==> config.mk <==
export PLATFORM = sky130hd
export DESIGN_NAME = avalon_mm_burst_writer
export DESIGN_NICKNAME = d
export VERILOG_FILES = /design/src/rtl/mm_writer_pkg.sv /design/src/rtl/stream_fifo.sv /design/src/rtl/avalon_mm_burst_writer.sv
export SDC_FILE = /design/constraint.sdc
export NUM_CORES = 2
export LEC_CHECK = 0
export CAP_MARGIN = 0
export CORE_ASPECT_RATIO = 1.75
export CORE_MARGIN = 2
export CORE_UTILIZATION = 25
export CTS_CLUSTER_SIZE = 24
export DETAILED_ROUTE_END_ITERATION = 6
export PLACE_DENSITY_LB_ADDON = 0.05
export SYNTH_ARGS = -nofsm -noshare
export SYNTH_HDL_FRONTEND = slang
export SYNTH_SLANG_ARGS = --single-unit
==> constraint.sdc <==
create_clock -name clk -period 12.1 [get_ports clk]
set_input_delay 2.42 -clock clk [delete_from_list [all_inputs] [get_ports clk]]
set_output_delay 2.42 -clock clk [all_outputs]
set_load 0.1 [all_outputs]
==> src/rtl/mm_writer_pkg.sv <==
// Shared types and elaboration helpers for the Avalon-MM burst writer.
package mm_writer_pkg;

  typedef enum logic [1:0] {
    IDLE  = 2'd0,
    ARM   = 2'd1,
    BURST = 2'd2,
    DONE  = 2'd3
  } state_t;

  // An Avalon burstcount field must be able to encode the value MAX_BURST itself.
  function automatic int burstcount_width(input int max_burst);
    return $clog2(max_burst) + 1;
  endfunction

  function automatic bit is_pow2(input int v);
    return (v > 0) && ((v & (v - 1)) == 0);
  endfunction

endpackage

==> src/rtl/stream_fifo.sv <==
// Synchronous FIFO whose head entry is held in its own register, so downstream
// logic sees a flop output rather than a read mux.
module stream_fifo #(
  parameter  int DATA_W = 8,
  parameter  int DEPTH  = 16,
  localparam int PTR_W  = (DEPTH > 1) ? $clog2(DEPTH) : 1,
  localparam int CNT_W  = $clog2(DEPTH) + 1
) (
  input  logic              clk,
  input  logic              rst,
  input  logic              push,
  input  logic [DATA_W-1:0] wr_data,
  input  logic              pop,
  output logic [DATA_W-1:0] rd_data,
  output logic [CNT_W-1:0]  count,
  output logic              full,
  output logic              empty
);

  logic [DATA_W-1:0] mem [DEPTH];
  logic [PTR_W-1:0]  wr_ptr_q, wr_ptr_d;
  logic [PTR_W-1:0]  rd_ptr_q, rd_ptr_d;
  logic [CNT_W-1:0]  count_q, count_d;
  logic [DATA_W-1:0] head_q, head_d;
  logic              do_push, do_pop;

  function automatic logic [PTR_W-1:0] ptr_inc(input logic [PTR_W-1:0] p);
    return (p == PTR_W'(DEPTH - 1)) ? '0 : p + PTR_W'(1);
  endfunction

  assign full    = (count_q == CNT_W'(DEPTH));
  assign empty   = (count_q == '0);
  assign do_push = push && !full;
  assign do_pop  = pop && !empty;
  assign rd_data = head_q;
  assign count   = count_q;

  always_comb begin
    // NOTE: every _d gets a default before any condition, so no path leaves it unassigned and no latch is inferred.
    wr_ptr_d = do_push ? ptr_inc(wr_ptr_q) : wr_ptr_q;
    rd_ptr_d = do_pop  ? ptr_inc(rd_ptr_q) : rd_ptr_q;
    count_d  = count_q;
    head_d   = head_q;
    if (do_push && !do_pop) begin
      count_d = count_q + CNT_W'(1);
    end else if (do_pop && !do_push) begin
      count_d = count_q - CNT_W'(1);
    end
    // The head register mirrors mem[rd_ptr]; when the entry behind it is not
    // stored yet it can only be the word being pushed this cycle.
    if (do_pop) begin
      head_d = (count_q > CNT_W'(1)) ? mem[ptr_inc(rd_ptr_q)] : wr_data;
    end else if (empty && do_push) begin
      head_d = wr_data;
    end
  end

  // NOTE: sequential state uses non-blocking assignments so every flop samples pre-edge values.
  always_ff @(posedge clk or posedge rst) begin
    if (rst) begin
      wr_ptr_q <= '0;
      rd_ptr_q <= '0;
      count_q  <= '0;
      head_q   <= '0;
    end else begin
      wr_ptr_q <= wr_ptr_d;
      rd_ptr_q <= rd_ptr_d;
      count_q  <= count_d;
      head_q   <= head_d;
    end
  end

  // NOTE: storage is deliberately not reset; the pointers and count alone define which entries are valid.
  always_ff @(posedge clk) begin
    if (do_push) begin
      mem[wr_ptr_q] <= wr_data;
    end
  end

endmodule

==> src/rtl/avalon_mm_burst_writer.sv <==
// Buffers a beat stream and writes it out as Avalon-MM bursts of up to MAX_BURST
// beats to consecutive beat-aligned addresses starting at base_addr.
module avalon_mm_burst_writer
  import mm_writer_pkg::*;
#(
  parameter int BEAT_W       = 128,
  parameter int ADDR_W       = 32,
  parameter int MAX_BURST    = 8,
  parameter int FIFO_DEPTH   = 16,
  parameter int CNT_W        = 32,
  parameter int BURSTCOUNT_W = burstcount_width(MAX_BURST)
) (
  input  logic                    clk,
  input  logic                    rst,
  input  logic                    s_valid,
  output logic                    s_ready,
  input  logic [BEAT_W-1:0]       s_data,
  input  logic [BEAT_W/8-1:0]     s_strb,
  input  logic                    s_last,
  input  logic                    start,
  input  logic [ADDR_W-1:0]       base_addr,
  output logic                    busy,
  output logic                    done,
  output logic [CNT_W-1:0]        beats_written,
  output logic [ADDR_W-1:0]       avm_address,
  output logic                    avm_write,
  output logic [BEAT_W-1:0]       avm_writedata,
  output logic [BEAT_W/8-1:0]     avm_byteenable,
  output logic [BURSTCOUNT_W-1:0] avm_burstcount,
  input  logic                    avm_waitrequest
);

  localparam int                STRB_W     = BEAT_W / 8;
  localparam int                FIFO_W     = BEAT_W + STRB_W;
  localparam int                FCNT_W     = $clog2(FIFO_DEPTH) + 1;
  localparam int                BYTE_SHIFT = $clog2(STRB_W);
  localparam logic [ADDR_W-1:0] ALIGN_MASK = ~ADDR_W'(STRB_W - 1);

  if (!is_pow2(BEAT_W) || BEAT_W < 8) begin : g_bad_beat_w
    $error("BEAT_W must be a power of 2 and at least 8");
  end
  if (!is_pow2(MAX_BURST) || MAX_BURST > 128) begin : g_bad_max_burst
    $error("MAX_BURST must be a power of 2 in 1..128");
  end
  if (!is_pow2(FIFO_DEPTH) || FIFO_DEPTH < MAX_BURST) begin : g_bad_depth
    $error("FIFO_DEPTH must be a power of 2 and at least MAX_BURST");
  end
  if (BURSTCOUNT_W != burstcount_width(MAX_BURST)) begin : g_bad_bc_w
    $error("BURSTCOUNT_W is derived from MAX_BURST and must not be overridden");
  end

  logic [FIFO_W-1:0] fifo_head;
  logic [FCNT_W-1:0] fifo_count;
  logic              fifo_full, fifo_empty, fifo_push, fifo_pop;

  state_t                  state_q, state_d;
  logic [ADDR_W-1:0]       addr_q, addr_d;
  logic [BURSTCOUNT_W-1:0] bcount_q, bcount_d;
  logic [BURSTCOUNT_W-1:0] remain_q, remain_d;
  logic [BURSTCOUNT_W-1:0] launch_len;
  logic [CNT_W-1:0]        beats_q, beats_d;
  logic                    write_q, write_d;
  logic                    busy_q, busy_d;
  logic                    done_q, done_d;
  logic                    last_seen_q, last_seen_d;
  logic                    open_q, open_d;

  assign fifo_push = s_valid && s_ready;
  assign fifo_pop  = write_q && !avm_waitrequest;

  stream_fifo #(
    .DATA_W (FIFO_W),
    .DEPTH  (FIFO_DEPTH)
  ) u_fifo (
    .clk     (clk),
    .rst     (rst),
    .push    (fifo_push),
    .wr_data ({s_strb, s_data}),
    .pop     (fifo_pop),
    .rd_data (fifo_head),
    .count   (fifo_count),
    .full    (fifo_full),
    .empty   (fifo_empty)
  );

  assign s_ready                         = !fifo_full && open_q;
  assign busy                            = busy_q;
  assign done                            = done_q;
  assign beats_written                   = beats_q;
  assign avm_address                     = addr_q;
  assign avm_write                       = write_q;
  assign avm_burstcount                  = bcount_q;
  assign {avm_byteenable, avm_writedata} = fifo_head;

  always_comb begin
    state_d     = state_q;
    addr_d      = addr_q;
    bcount_d    = bcount_q;
    remain_d    = remain_q;
    beats_d     = beats_q;
    write_d     = write_q;
    last_seen_d = last_seen_q;
    open_d      = open_q;
    launch_len  = (fifo_count >= FCNT_W'(MAX_BURST)) ? BURSTCOUNT_W'(MAX_BURST)
                                                     : BURSTCOUNT_W'(fifo_count);

    if (fifo_push && s_last) begin
      last_seen_d = 1'b1;
      open_d      = 1'b0;
    end

    case (state_q)
      IDLE: begin
        if (start) begin
          addr_d      = base_addr & ALIGN_MASK;
          beats_d     = '0;
          last_seen_d = 1'b0;
          open_d      = 1'b1;
          state_d     = ARM;
        end
      end
      ARM: begin
        // A burst launches only once every one of its beats is buffered, so
        // avm_write never has to drop mid-burst for lack of data.
        if (fifo_count >= FCNT_W'(MAX_BURST) || (last_seen_q && !fifo_empty)) begin
          bcount_d = launch_len;
          remain_d = launch_len;
          write_d  = 1'b1;
          state_d  = BURST;
        end else if (last_seen_q) begin
          state_d = DONE;
        end
      end
      BURST: begin
        if (fifo_pop) begin
          if (beats_q != '1) begin
            beats_d = beats_q + CNT_W'(1);
          end
          remain_d = remain_q - BURSTCOUNT_W'(1);
          if (remain_q == BURSTCOUNT_W'(1)) begin
            write_d = 1'b0;
            addr_d  = addr_q + (ADDR_W'(bcount_q) << BYTE_SHIFT);
            state_d = ARM;
          end
        end
      end
      DONE: begin
        state_d = IDLE;
      end
      default: begin
        state_d = IDLE;
      end
    endcase

    busy_d = (state_d != IDLE);
    done_d = (state_d == DONE);
  end

  always_ff @(posedge clk or posedge rst) begin
    if (rst) begin
      state_q     <= IDLE;
      addr_q      <= '0;
      bcount_q    <= '0;
      remain_q    <= '0;
      beats_q     <= '0;
      write_q     <= 1'b0;
      busy_q      <= 1'b0;
      done_q      <= 1'b0;
      last_seen_q <= 1'b0;
      open_q      <= 1'b0;
    end else begin
      state_q     <= state_d;
      addr_q      <= addr_d;
      bcount_q    <= bcount_d;
      remain_q    <= remain_d;
      beats_q     <= beats_d;
      write_q     <= write_d;
      busy_q      <= busy_d;
      done_q      <= done_d;
      last_seen_q <= last_seen_d;
      open_q      <= open_d;
    end
  end

`ifdef SIMULATION
  a_stall_stable: assert property (@(posedge clk) disable iff (rst)
    (avm_write && avm_waitrequest) |=> (avm_write && $stable(avm_address) &&
      $stable(avm_burstcount) && $stable(avm_writedata) && $stable(avm_byteenable)));

  a_addr_aligned: assert property (@(posedge clk) disable iff (rst)
    ((avm_address & ~ALIGN_MASK) == '0));
`endif

endmodule

==> metrics <==
die area 395000 sq um; Crit path max-delay family buffers and inverters; RSZ-0062 raised after global routing no; combinational power share 38.7%; row count 303; startpoint types register; main flop type after synthesis edfxtp_1; synthesized flop and latch total 2536; slew of the pin with the lowest slew margin between 1000 and 1500 ps; crit path launch u_fifo.count[1]; post-route setup slack around 6200 ps; Buf+Inv Stages, Crit Path 2; mean post-synth cell area 18.6 sq um; Post-Synthesis Cells 5249; Slew HR 12.5%; CP peak stage delay 1220 ps; Routed Antenna Nets 0; HP Start u_fifo.rd_data[79]; fin crit share between 40% and 50%; most frequent cells in the layout edfxtp_1, nand2_1, mux4_2; first-pass GRT wire length about 460000 um; PortBufs 389; Post-CTS Resized 0; internal power 19.1 mW; CTS Buffer Depth 4; postcts setup bufs 0; pin count of the biggest net entering global routing between 100 and 150; CP Data Required Time 9680 ps; footprint of the multi-input gates around 21000 sq um; Switching Fraction around 40%; Max Cap Violations 0; Die Span X between 400 and 500 um; Leakage 36.8 nW; drt first-iter violations 3562; Crit Path Max Fanout 8; Clock transition at path regs 60 ps; core area just under 400000 sq um; post-route DRC violation count 0; drt total wl 331000 um; 1st-pass router iterations 5; drt via density about 4.7; Arr. time, crit path approximately 3400 ps; H-tree Lvls 5; setup tns final 0 ps; initial antenna violation count 61; upper clock frequency limit 0.171 GHz; Final Max Tran Viols 0; vias in the first global route 55.3k; path type of the worst min-delay path register to register; crit path kind register to output pin; final setup vio count 0; register area share after synthesis 77.0%; Power Dens Cells around 270 nW/um^2; cts bufs inserted 277; Post-synth ARST share approximately 9.1%; CTS tree done; worst-skew pair later-pin latency 900 ps; GRT Overall Usage 16.5%; ratio of cells with drive above 1 in the final layout 16.5%; power share of the clock group 26.7%; GP Congestion 0.712; Psw 12.8 mW; Hold Buf Count CTS 0; # nets final 5933; EDFF count, synth 2304; Final Core Density 30.0%; slowest CP cell clkdlybuf4s50_1; Die Span Y 830 um; gr ovfl total 0; area grow syn2layout 19.6%; RR Startpoint u_fifo.rd_ptr_q[0]; number of clock sinks 2536; IO Count 398; Avg WL per Cell 29.7 um; Reg power frac 34.6%; Fin. Hold Viols 0; worst path cell trace inv_1 > ha_1 > nor3b_1 > a21boi_0 > clkdlybuf4s50_1; crit path capture type output pin; fill cell count between 30k and 40k; register area 75000 sq um; commonest non-fill, non-tap cell in the layout edfxtp_1; clock skew 58.0 ps; post-place setup slack 5580 ps; Initial Utilization 25.1%; status complete, no violations; synthesized cell area 97400 sq um; Max rail drop VDD 289 uV; root buf cell clkbuf_16; routed vias approximately 52k; Detail Placement HPWL 175000 um; distinct cell type count after synthesis a little over 80; post-route minimum period 5850 ps; Ys Warns 0
[synth_stat cells (10+ instances only)]
| cell type | instances | share of area (%) |
|---|---|---|
| buf_6 | 16 | 0.19 |
| nor2_1 | 74 | 0.29 |
| and3_1 | 22 | 0.14 |
| o41ai_1 | 26 | 0.23 |
| and2_1 | 13 | 0.084 |
| clkbuf_1 | 143 | 0.55 |
| a22oi_1 | 117 | 0.90 |
| o22ai_1 | 160 | 1.0 |
| a2111oi_0 | 26 | 0.23 |
| ha_1 | 17 | 0.22 |
| nor3_1 | 49 | 0.25 |
| a21oi_1 | 222 | 1.1 |
| buf_2 | 87 | 0.45 |
| xnor2_1 | 26 | 0.23 |
| inv_1 | 19 | 0.073 |
| nand4_1 | 36 | 0.23 |
| o221ai_1 | 10 | 0.090 |
| a221oi_1 | 12 | 0.11 |
| edfxtp_1 | 2304 | 71 |
| or4_1 | 10 | 0.077 |
| dfrtp_1 | 232 | 6.0 |
| o21ai_1 | 27 | 0.14 |
| buf_1 | 35 | 0.13 |
| o21ai_0 | 50 | 0.26 |
| o211ai_1 | 18 | 0.14 |
| mux2i_1 | 131 | 1.3 |
| buf_4 | 34 | 0.26 |
| nor4_1 | 13 | 0.084 |
| a31oi_1 | 62 | 0.40 |
| a221o_1 | 24 | 0.25 |
| mux4_2 | 402 | 9.3 |
| nand2_1 | 571 | 2.2 |
| nand3_1 | 89 | 0.46 |
| a32oi_1 | 11 | 0.099 |
| a211oi_1 | 19 | 0.15 |
[cell families (layout without fill, tap and decap cells)]
kind of cell | Yosys count | count (layout) | synth area share (%)
multiplexers | 537 | 537 | 10.7
adder cells (fa/ha/maj) | 18 | 18 | 0.239
XOR/XNOR | 34 | 34 | 0.306
flip-flops | 2536 | 2536 | 77.0
buffers and inverters | 334 | 1025 | 1.65
AO/OA/AOI/OAI | 854 | 854 | 5.83
other | 1 | 16 | 0.00385
AND/OR/NAND/NOR | 935 | 935 | 4.27
[power by group through the flow]
stage / combinational, mW / sequential [mW] / clock, mW
6_report: 12.3 / 11.0 / 8.52
5_1_grt: 13.2 / 11.1 / 9.12
4_1_cts: 12.8 / 11.1 / 8.85
2_1_floorplan: 6.05 / 13.2 / 0
3_5_place_dp: 12.7 / 11.2 / 0
3_3_place_gp: 12.7 / 11.2 / 0
[path summary, 6_finish.rpt]
check	cells after the start	slack (ps)	endpoint
min reg2reg	1	530	u_fifo.rd_data[79]
min	1	530	u_fifo.rd_data[79]
max	5	6250	s_ready
max reg2reg	8	7270	u_fifo.rd_data[23]
max in group asynchronous	4	8190	u_fifo.rd_data[121]
min in group asynchronous	2	2030	u_fifo.rd_data[11]
[worst reg2reg max path, cell delays in order (launching register included)]
cell and delay (ps):
dfrtp_1 730, ha_4 380, a31o_4 750, buf_12 590, buf_12 720, mux4_2 750
o22ai_1 320, nor3_1 150, a221o_1 310
[per-layer routing]
metal | vias to the layer above | global-route usage [%] | wire (um)
met5 | - | 0 | 301
met4 | 48 | 4.59 | 8620
met3 | 468 | 3.30 | 17000
met2 | 1249 | 28.5 | 167000
met1 | 28400 | 20.7 | 138000
li1 | 22300 | - | -
[through the flow]
step           power, mW  instance area (sq um)  hold slack, ps  instances
4_1_cts             32.7                 116000             530      11100
5_1_grt             33.5                 116000             546      11100
6_report            31.9                 116000             525      11100
2_1_floorplan       19.3                  97400             480       5252
3_5_place_dp        24.0                 108000             507      10600
3_3_place_gp        24.0                 108000             504      10600
[sequential cells by signal, indices dropped and copies added (netlist names), 5 cells and up]
register / flops
u_fifo.mem: 2304
u_fifo.rd_data: 144
beats_written: 32
avm_address: 28
u_fifo.count: 5
[layout make-up]
class / count / share of cell area [%]
clock buffers: 382 / 6.59
inverters: 19 / 0.0677
diodes: 12 / 0.0258
clock inverters: 107 / 0.957
well taps: 5185 / 5.57
repair buffers: 517 / 4.32
multi-input cells: 2382 / 18.1
flip-flops and latches: 2536 / 64.4
Note: power is estimated with default switching activity, not from simulation.
